===== src/rtl/pcs_tx_pkg.sv =====
`default_nettype none
// ============================================================================
// Module   : pcs_tx_pkg
// Purpose  : Shared constants and types for the PCS transmit scheduler:
//            K byte, packet type codes, header field positions, FSM state
//            and source enumerations, header builder helper.
// Ports    : none (package)
// Revision : 1.0 - initial release
// ============================================================================
package pcs_tx_pkg;

    localparam logic [7:0] c_K_BYTE      = 8'hBC;

    localparam logic [7:0] c_TYPE_VIDEO  = 8'h01;
    localparam logic [7:0] c_TYPE_AUDIO0 = 8'h02;
    localparam logic [7:0] c_TYPE_AUDIO1 = 8'h03;
    localparam logic [7:0] c_TYPE_UART   = 8'h04;
    localparam logic [7:0] c_TYPE_VSYNC  = 8'h05;

    // Header field LSB positions; every field above bit 23 is 8 or 16 bits.
    localparam int c_HDR_K_LSB    = 56;
    localparam int c_HDR_TYPE_LSB = 48;
    localparam int c_HDR_LEN_LSB  = 40;
    localparam int c_HDR_CNT_LSB  = 24;

    typedef enum logic [1:0] {
        ST_IDLE = 2'd0,
        ST_HEAD = 2'd1,
        ST_DATA = 2'd2
    } state_t;

    typedef enum logic [2:0] {
        SRC_NONE   = 3'd0,
        SRC_VSYNC  = 3'd1,
        SRC_VIDEO  = 3'd2,
        SRC_AUDIO0 = 3'd3,
        SRC_AUDIO1 = 3'd4,
        SRC_UART   = 3'd5
    } src_t;

    function automatic logic [7:0] src_type(input src_t src);
        case (src)
            SRC_VIDEO:  src_type = c_TYPE_VIDEO;
            SRC_AUDIO0: src_type = c_TYPE_AUDIO0;
            SRC_AUDIO1: src_type = c_TYPE_AUDIO1;
            SRC_UART:   src_type = c_TYPE_UART;
            SRC_VSYNC:  src_type = c_TYPE_VSYNC;
            default:    src_type = 8'h00;
        endcase
    endfunction

    function automatic logic [63:0] build_header(input logic [7:0]  typ,
                                                 input logic [7:0]  len,
                                                 input logic [15:0] cnt);
        logic [63:0] hdr;
        hdr                        = '0;
        hdr[c_HDR_K_LSB    +: 8]  = c_K_BYTE;
        hdr[c_HDR_TYPE_LSB +: 8]  = typ;
        hdr[c_HDR_LEN_LSB  +: 8]  = len;
        hdr[c_HDR_CNT_LSB  +: 16] = cnt;
        return hdr;
    endfunction

endpackage
`default_nettype wire


===== src/rtl/pcs_rr_arb3.sv =====
`default_nettype none
// ============================================================================
// Module   : pcs_rr_arb3
// Purpose  : 3-request round-robin arbiter. The grant is combinational from
//            the request vector and the priority pointer; the pointer only
//            moves (to the slot after the winner) when the grant is accepted.
// Ports    : clk, rst      - clock, asynchronous active-high reset
//            i_req[2:0]    - requests (bit 0 = audio0, 1 = audio1, 2 = uart)
//            i_accept      - the current grant is being used this cycle
//            o_gnt[2:0]    - one-hot grant (zero when no request)
// Revision : 1.0 - initial release
// ============================================================================
module pcs_rr_arb3 (
    input  logic       clk,
    input  logic       rst,
    input  logic [2:0] i_req,
    input  logic       i_accept,
    output logic [2:0] o_gnt
);

    // r_ptr names the slot with the highest priority this cycle.
    logic [1:0] r_ptr;

    function automatic logic [2:0] pick(input logic [2:0] req, input logic [1:0] ptr);
        case (ptr)
            2'd1:    pick = req[1] ? 3'b010 : req[2] ? 3'b100 : req[0] ? 3'b001 : 3'b000;
            2'd2:    pick = req[2] ? 3'b100 : req[0] ? 3'b001 : req[1] ? 3'b010 : 3'b000;
            default: pick = req[0] ? 3'b001 : req[1] ? 3'b010 : req[2] ? 3'b100 : 3'b000;
        endcase
    endfunction

    assign o_gnt = pick(i_req, r_ptr);

    always_ff @(posedge clk or posedge rst) begin
        if (rst) begin
            r_ptr <= 2'd0;
        end else if (i_accept) begin
            if (o_gnt[0])      r_ptr <= 2'd1;
            else if (o_gnt[1]) r_ptr <= 2'd2;
            else if (o_gnt[2]) r_ptr <= 2'd0;
        end
    end

endmodule
`default_nettype wire


===== src/rtl/pcs_tx_scheduler.sv =====
`default_nettype none
// ============================================================================
// Module   : pcs_tx_scheduler
// Purpose  : PCS transmit packet scheduler. Chooses which source owns the
//            link, strobes its FIFO read enable and frames each burst as a
//            header word followed by N data words. A vsync rising edge
//            queues a zero-length frame-start marker packet.
// Ports    : i_pcs_clk / i_rst         - clock, async active-high reset
//            i_video_vsyn              - async vsync input
//            i_video_almostfull, o_video_rd_en, i_video_data      - video FIFO
//            i_audio0_almostempty, o_audio0_rd_en, i_audio0_data  - audio0 FIFO
//            i_audio1_almostempty, o_audio1_rd_en, i_audio1_data  - audio1 FIFO
//            i_uart_almostempty, o_uart_rd_en, i_uart_data        - uart FIFO
//            i_out_afull               - output FIFO near full
//            o_pcs_data/o_pcs_head/o_data_valid - output FIFO write port
// Revision : 1.0 - initial release
// ============================================================================
module pcs_tx_scheduler
    import pcs_tx_pkg::*;
#(
    parameter int P_VIDEO_BURST = 32,
    parameter int P_AUDIO_BURST = 4,
    parameter int P_UART_BURST  = 2,
    parameter int P_STARVE_MAX  = 64
) (
    input  logic        i_pcs_clk,
    input  logic        i_rst,
    input  logic        i_video_vsyn,
    input  logic        i_video_almostfull,
    output logic        o_video_rd_en,
    input  logic [63:0] i_video_data,
    input  logic        i_audio0_almostempty,
    output logic        o_audio0_rd_en,
    input  logic [63:0] i_audio0_data,
    input  logic        i_audio1_almostempty,
    output logic        o_audio1_rd_en,
    input  logic [63:0] i_audio1_data,
    input  logic        i_uart_almostempty,
    output logic        o_uart_rd_en,
    input  logic [31:0] i_uart_data,
    input  logic        i_out_afull,
    output logic [63:0] o_pcs_data,
    output logic        o_pcs_head,
    output logic        o_data_valid
);

    localparam int            c_SW          = $clog2(P_STARVE_MAX + 1);
    localparam logic [c_SW-1:0] c_STARVE_MAX = c_SW'(P_STARVE_MAX);
    localparam logic [7:0]    c_VIDEO_LEN   = 8'(P_VIDEO_BURST);
    localparam logic [7:0]    c_AUDIO_LEN   = 8'(P_AUDIO_BURST);
    localparam logic [7:0]    c_UART_LEN    = 8'(P_UART_BURST);

    state_t      r_state;
    state_t      w_state_nxt;
    src_t        r_src;
    src_t        w_sel;
    logic [7:0]  r_len;
    logic [7:0]  r_beat;
    logic [15:0] r_pkt_cnt;

    logic        r_vs_meta;
    logic        r_vs_sync;
    logic        r_vs_prev;
    logic        r_vsync_pend;
    logic        w_vs_rise;
    logic        w_marker_done;

    logic        w_video_elig;
    logic [2:0]  w_low_elig;
    logic [2:0]  w_starved;
    logic [2:0]  w_owner_low;
    logic [2:0]  w_gnt_starve;
    logic [2:0]  w_gnt_low;
    logic [2:0]  w_sel_low;
    logic        w_acc_starve;
    logic        w_acc_low;
    logic        w_rd_active;
    logic [63:0] w_burst_word;

    function automatic logic [7:0] len_of(input src_t src);
        case (src)
            SRC_VIDEO:              len_of = c_VIDEO_LEN;
            SRC_AUDIO0, SRC_AUDIO1: len_of = c_AUDIO_LEN;
            SRC_UART:               len_of = c_UART_LEN;
            default:                len_of = 8'd0;
        endcase
    endfunction

    // ------------------------------------------------------------------
    // vsync: two-flop synchronizer, rising-edge detect, sticky pending flag.
    // A new edge in the same cycle as the marker header wins over the clear
    // so that frame is not dropped.
    // ------------------------------------------------------------------
    assign w_vs_rise     = r_vs_sync & ~r_vs_prev;
    assign w_marker_done = (r_state == ST_HEAD) && (r_src == SRC_VSYNC);

    always_ff @(posedge i_pcs_clk or posedge i_rst) begin
        if (i_rst) begin
            r_vs_meta    <= 1'b0;
            r_vs_sync    <= 1'b0;
            r_vs_prev    <= 1'b0;
            r_vsync_pend <= 1'b0;
        end else begin
            r_vs_meta <= i_video_vsyn;
            r_vs_sync <= r_vs_meta;
            r_vs_prev <= r_vs_sync;
            if (w_vs_rise)
                r_vsync_pend <= 1'b1;
            else if (w_marker_done)
                r_vsync_pend <= 1'b0;
        end
    end

    // ------------------------------------------------------------------
    // Eligibility and starvation tracking (bit 0 audio0, 1 audio1, 2 uart)
    // ------------------------------------------------------------------
    assign w_video_elig = i_video_almostfull;
    assign w_low_elig   = {~i_uart_almostempty, ~i_audio1_almostempty, ~i_audio0_almostempty};

    // A source currently owning the link is being served, so it is not
    // accumulating wait time.
    assign w_owner_low[0] = (r_state != ST_IDLE) && (r_src == SRC_AUDIO0);
    assign w_owner_low[1] = (r_state != ST_IDLE) && (r_src == SRC_AUDIO1);
    assign w_owner_low[2] = (r_state != ST_IDLE) && (r_src == SRC_UART);

    generate
        for (genvar gi = 0; gi < 3; gi++) begin : g_starve
            logic [c_SW-1:0] r_cnt;
            always_ff @(posedge i_pcs_clk or posedge i_rst) begin
                if (i_rst)
                    r_cnt <= '0;
                else if (!w_low_elig[gi] || w_sel_low[gi] || w_owner_low[gi])
                    r_cnt <= '0;
                else if (r_cnt != c_STARVE_MAX)
                    r_cnt <= r_cnt + c_SW'(1);
            end
            assign w_starved[gi] = w_low_elig[gi] && (r_cnt == c_STARVE_MAX);
        end
    endgenerate

    pcs_rr_arb3 u_arb_starve (
        .clk      (i_pcs_clk),
        .rst      (i_rst),
        .i_req    (w_starved),
        .i_accept (w_acc_starve),
        .o_gnt    (w_gnt_starve)
    );

    pcs_rr_arb3 u_arb_low (
        .clk      (i_pcs_clk),
        .rst      (i_rst),
        .i_req    (w_low_elig),
        .i_accept (w_acc_low),
        .o_gnt    (w_gnt_low)
    );

    // ------------------------------------------------------------------
    // Grant selection; only meaningful in IDLE with room downstream.
    // ------------------------------------------------------------------
    always_comb begin
        w_sel        = SRC_NONE;
        w_sel_low    = 3'b000;
        w_acc_starve = 1'b0;
        w_acc_low    = 1'b0;
        if ((r_state == ST_IDLE) && !i_out_afull) begin
            if (r_vsync_pend) begin
                w_sel = SRC_VSYNC;
            end else if (|w_starved) begin
                w_sel_low    = w_gnt_starve;
                w_acc_starve = 1'b1;
            end else if (w_video_elig) begin
                w_sel = SRC_VIDEO;
            end else if (|w_low_elig) begin
                w_sel_low = w_gnt_low;
                w_acc_low = 1'b1;
            end
        end
        if (w_sel_low[0])      w_sel = SRC_AUDIO0;
        else if (w_sel_low[1]) w_sel = SRC_AUDIO1;
        else if (w_sel_low[2]) w_sel = SRC_UART;
    end

    // ------------------------------------------------------------------
    // Packet FSM
    // ------------------------------------------------------------------
    always_ff @(posedge i_pcs_clk or posedge i_rst) begin
        if (i_rst)
            r_state <= ST_IDLE;
        else
            r_state <= w_state_nxt;
    end

    always_ff @(posedge i_pcs_clk or posedge i_rst) begin
        if (i_rst) begin
            r_src     <= SRC_NONE;
            r_len     <= 8'd0;
            r_beat    <= 8'd0;
            r_pkt_cnt <= 16'd0;
        end else begin
            if ((r_state == ST_IDLE) && (w_sel != SRC_NONE)) begin
                r_src  <= w_sel;
                r_len  <= len_of(w_sel);
                r_beat <= 8'd0;
            end
            if (r_state == ST_HEAD)
                r_pkt_cnt <= r_pkt_cnt + 16'd1;
            if (r_state == ST_DATA)
                r_beat <= r_beat + 8'd1;
        end
    end

    // FIFO data is valid the cycle after its read strobe, so DATA simply
    // forwards the owning FIFO's output.
    always_comb begin
        case (r_src)
            SRC_VIDEO:  w_burst_word = i_video_data;
            SRC_AUDIO0: w_burst_word = i_audio0_data;
            SRC_AUDIO1: w_burst_word = i_audio1_data;
            SRC_UART:   w_burst_word = {32'h0, i_uart_data};
            default:    w_burst_word = 64'h0;
        endcase
    end

    // Read strobes: one in HEAD plus N-1 in DATA; the last DATA cycle only
    // drains the word fetched by the previous strobe.
    always_comb begin
        w_state_nxt  = r_state;
        o_pcs_head   = 1'b0;
        o_data_valid = 1'b0;
        o_pcs_data   = 64'h0;
        w_rd_active  = 1'b0;
        case (r_state)
            ST_IDLE: begin
                if (w_sel != SRC_NONE)
                    w_state_nxt = ST_HEAD;
            end
            ST_HEAD: begin
                o_pcs_head   = 1'b1;
                o_data_valid = 1'b1;
                o_pcs_data   = build_header(src_type(r_src), r_len, r_pkt_cnt);
                if (r_src == SRC_VSYNC) begin
                    w_state_nxt = ST_IDLE;
                end else begin
                    w_rd_active = 1'b1;
                    w_state_nxt = ST_DATA;
                end
            end
            ST_DATA: begin
                o_data_valid = 1'b1;
                o_pcs_data   = w_burst_word;
                if (r_beat != (r_len - 8'd1))
                    w_rd_active = 1'b1;
                else
                    w_state_nxt = ST_IDLE;
            end
            default: w_state_nxt = ST_IDLE;
        endcase
    end

    assign o_video_rd_en  = w_rd_active && (r_src == SRC_VIDEO);
    assign o_audio0_rd_en = w_rd_active && (r_src == SRC_AUDIO0);
    assign o_audio1_rd_en = w_rd_active && (r_src == SRC_AUDIO1);
    assign o_uart_rd_en   = w_rd_active && (r_src == SRC_UART);

endmodule
`default_nettype wire


===== config.mk =====
export PLATFORM = sky130hd
export DESIGN_NAME = pcs_tx_scheduler
export DESIGN_NICKNAME = d
export VERILOG_FILES = /design/src/rtl/pcs_tx_pkg.sv /design/src/rtl/pcs_rr_arb3.sv /design/src/rtl/pcs_tx_scheduler.sv
export SDC_FILE = /design/constraint.sdc
export NUM_CORES = 1
export LEC_CHECK = 0
export BUFFER_PORTS_ARGS = -buffer_cell sky130_fd_sc_hd__buf_2
export CAP_MARGIN = 20
export CORE_MARGIN = 2
export CORE_UTILIZATION = 41
export DETAILED_ROUTE_END_ITERATION = 10
export GPL_TIMING_DRIVEN = 0
export PLACE_DENSITY = 0.78
export SETUP_SLACK_MARGIN = 0.05
export SKIP_CTS_REPAIR_TIMING = 1
export SKIP_LAST_GASP = 1
export SLEW_MARGIN = 20
export SYNTH_ARGS = -nofsm -noshare
export SYNTH_HDL_FRONTEND = slang
export SYNTH_HIERARCHICAL = 1
export SYNTH_SLANG_ARGS = --single-unit

===== constraint.sdc =====
create_clock -name i_pcs_clk -period 2.9 [get_ports i_pcs_clk]
set_clock_uncertainty 0.1 [all_clocks]
set_input_delay 0.29 -clock i_pcs_clk [delete_from_list [all_inputs] [get_ports i_pcs_clk]]
set_output_delay 0.29 -clock i_pcs_clk [all_outputs]
set_load 0.01 [all_outputs]

==> impl_metrics.py <==
metrics = {
    "sta": {
        "rsz0062_at_grt": "true",
        "hold_ws_ns": 0.2514,
        "setup_viol": 13,
        "worstMarginPinSlew_ns": 0.9157,
        "slew_headroom_pct": 38.48,
        "maxSlewViolCount": 0,
        "finalHoldViolCount": 0,
        "fin_crit_sh_pct": 103.3,
        "layout_setup_ws_ns": -0.09455,
        "clock.fmax_ghz": 0.3339,
        "final.min_clock_period_ns": 2.995,
    },
    "floorplanning": {
        "core_area_um2": 13090,
        "fp.dieW_um": 119.0,
        "pin_count": 302,
        "initial_utilization_pct": 41.41,
        "design.die.area_um2": 14150,
        "num_rows": 42,
        "die_height_um": 119.0,
    },
    "clock_tree": {
        "numCtsBuffers": 9,
        "cts.clk_slew.worst_paths_ns": 0.06,
        "cts_max_level": 3,
        "cts_tree": "yes",
        "clkSinkCount": 61,
        "root_buffer": "clkbuf_16",
        "clk_latency_ns": 0.33,
        "clock_path_buffers": 2,
    },
    "logic_synthesis": {
        "synth_largest_area_cell": "dfrtp_1",
        "ys_types": 61,
        "synth_area_um2": 5419,
        "syn_nets": 931,
        "synth_top_family_by_area": "simple AND/OR/NAND/NOR gates",
        "synth-simple-area-share_pct": 22.70,
        "postSynth.asyncResetShare_pct": 100.0,
        "synth_most_common_cell": "nor2_1",
        "ys_warn_count": 6,
        "synth_commonest_cells": "nor2_1, dfrtp_1, mux2i_1, nand2_1",
        "synth-compound-area-share_pct": 21.03,
        "avgSynthCellArea_um2": 7.946,
        "synth_xor_area_share_pct": 6.950,
        "synth.area.top_cells": "dfrtp_1, mux2i_1, nor2_1",
        "synth-seq-cells": 61,
        "synth.top_cell.area_share_pct": 28.17,
        "ys_seq_area_share_pct": 28.17,
        "synth_edf_count": 0,
        "synthCells": 682,
        "ys.flop_type": "dfrtp_1",
        "synth_mux_area_share_pct": 11.89,
        "synthAdderAreaFrac_pct": 3.925,
    },
    "final_layout": {
        "drive_gt1_share_pct": 40.20,
        "fin_area_um2": 7786,
        "syn2layout_area_growth_pct": 43.69,
        "fin_nets": 1264,
        "final_core_util_pct": 59.50,
        "finalNonFillerCells": 1197,
        "fill_cells": 1183,
    },
    "outcome": {
        "status": "complete, but fails checks",
        "violations": "setup timing",
    },
    "setup_path": {
        "slowest_delay_ns": 0.55,
        "worstPathArrival_ns": 3.15,
        "r2r_setup_slack_ns": -0.09,
        "startpoint_type": "flip-flop",
        "r2r-end": "r_len[1]",
        "reg2reg_from": "g_starve[1].r_cnt[2]",
        "path_common_cell": "o21ai_2",
        "crit_type": "flip-flop to flip-flop",
        "r2r_cells": 11,
        "crit_chain": "or4_4 -> or3_4 -> clkinv_4 -> and2b_4 -> o21ai_2 -> o21ai_2 -> nor2b_4 -> o311ai_4 -> buf_4 -> nand3_2 -> o22ai_2",
        "slowest_stage": "or4_4",
        "crit_required_ns": 3.06,
        "end_kind": "flip-flop",
        "cp_max_fo": 6,
        "cp_num_buf_inv": 2,
        "critPathTopFamily": "simple AND/OR/NAND/NOR gates",
    },
    "pwr": {
        "ir_drop_uv": 328.5,
        "cellLeakagePower_nw": 4.058,
        "powerDensity_nw_per_um2": 608.7,
    },
    "placement": {
        "gp_congestion": 0.9662,
        "dp.cells": 1159,
        "place_ws_ns": -0.3125,
        "post_dp_cell_area_um2": 7148,
        "port_buffers": 301,
        "dpl.hpwl_um": 18020,
    },
    "detailed_routing": {
        "drc": 0,
        "antenna_left": 0,
        "via_count": 6654,
        "met3_wirelength_um": 1946,
        "top_layer_used": "met5",
        "drt-total-wl_um": 22880,
        "drt-wirelength-per-cell_um": 19.11,
        "wl_met1_um": 9168,
        "firstDrtPassIters": 7,
        "via_per_inst": 5.559,
        "route.met2.wl_um": 10490,
        "drtIter0Drc": 545,
    },
    "global_routing": {
        "grt_max_degree": 58,
        "grt_pass1_wl_um": 33110,
        "antenna_found_initial": 3,
        "grt_overflow_total": 0,
        "grtUsageTotal_pct": 30.20,
        "grt_pass1_vias": 5965,
    },
    "hold_path": {
        "worstHoldPathType": "flip-flop to flip-flop",
        "whs_endpoint": "r_vs_sync",
        "min_from": "r_vs_meta",
        "hold_depth": 0,
    },
    "run": {
        "maxCapViolCount": 0,
    },
}
==> cell type report <==
type / count / area [µm²] / share of cell area, %
Clock buffer: 12 / 246.5 / 3.166
Timing Repair Buffer: 325 / 1695 / 21.77
Multi-Input combinational cell: 548 / 3722 / 47.81
Tap cell: 176 / 220.2 / 2.828
Sequential cell: 61 / 1526 / 19.60
Clock inverter: 4 / 47.55 / 0.6106
Buffer: 37 / 193.9 / 2.491
Antenna cell: 1 / 2.502 / 0.03214
Inverter: 33 / 131.4 / 1.687
==> worst max-delay path by stage <==
stage                                    start  slack, ns  depth (start not counted)              to
after CTS                             r_src[1]      -0.57                          6  o_pcs_data[61]
after detailed placement  g_starve[0].r_cnt[0]      -0.31                         14       r_beat[0]
after floorplan           g_starve[1].r_cnt[2]       0.09                         12       r_beat[6]
final                     g_starve[1].r_cnt[2]      -0.09                         11        r_len[1]
after global placement    g_starve[0].r_cnt[0]      -0.24                         13       r_beat[0]
after global routing      g_starve[1].r_cnt[2]      -0.19                         11        r_len[1]
==> logic make-up after synthesis <==
group | count (synthesis)
fa+ha+maj | 17
buf+inv | 73
mux | 64
simple gates | 266
xor+xnor | 43
flops | 61
compound gates | 158
==> flip-flops by register name, summed over array words and instances (netlist names) <==
register,flops
r_pkt_cnt,16
r_beat,8
r_vs_meta,1
u_arb_starve/r_ptr,2
g_starve.r_cnt,21
u_arb_low/r_ptr,2
r_vs_prev,1
r_state,2
r_vsync_pend,1
r_vs_sync,1
r_src,3
r_len,3
==> worst register-to-register path, cell delays in order, from the launching register on <==
cell	delay [ns]
dfrtp_1	0.41
or4_4	0.55
or3_4	0.39
clkinv_4	0.10
and2b_4	0.19
o21ai_2	0.06
o21ai_2	0.11
nor2b_4	0.15
o311ai_4	0.38
buf_4	0.20
nand3_2	0.11
o22ai_2	0.17
==> through the flow <==
| stage | total power, mW | TNS (ns) |
|---|---|---|
| after global placement | 3.448 | -7.199 |
| after floorplan | 2.696 | 0 |
| after detailed placement | 3.481 | -7.876 |
| final | 4.739 | -0.5328 |
| after global routing | 5.044 | -2.619 |
| after CTS | 4.562 | -30.92 |
==> where the power goes <==
part | total [mW] | internal [mW] | leakage (nW) | switching [mW]
sequential | 1.14 | 0.979 | 0.795 | 0.163
clock | 1.07 | 0.686 | 0.143 | 0.389
combinational | 2.52 | 1.03 | 3.12 | 1.49
total | 4.74 | 2.70 | 4.06 | 2.04
==> cells in the final DEF (no fill, tap or decap), types with 5 or more instances in the layout <==
cell | Yosys | layout
clkbuf_1 | 27 | 13
o31ai_1 | 6 | 6
a221oi_1 | 38 | 38
mux2i_1 | 61 | 61
a21oi_1 | 38 | 38
inv_1 | 32 | 29
and3_1 | 5 | 5
xnor2_1 | 28 | 28
buf_4 | 0 | 21
nor2b_1 | 9 | 7
dfrtp_1 | 61 | 61
clkbuf_16 | 0 | 9
clkbuf_2 | 0 | 17
o21ai_1 | 14 | 17
nand2b_1 | 7 | 7
nand2_1 | 45 | 45
nand3_1 | 21 | 20
ha_1 | 17 | 16
nand4_1 | 14 | 14
buf_2 | 2 | 304
nor3_1 | 6 | 5
o22ai_1 | 9 | 8
xor2_1 | 15 | 15
o21ai_2 | 1 | 8
and2_1 | 5 | 5
nor2_1 | 136 | 132
o21ai_0 | 19 | 8
==> routing by layer <==
metal | global-route usage (%) | vias to the layer above
li1 | - | 3121
met5 | 0 | -
met1 | 39.32 | 3058
met2 | 47.13 | 402
met3 | 6.705 | 69
met4 | 15.25 | 4
No activity file was read; power rests on OpenSTA's default activity.
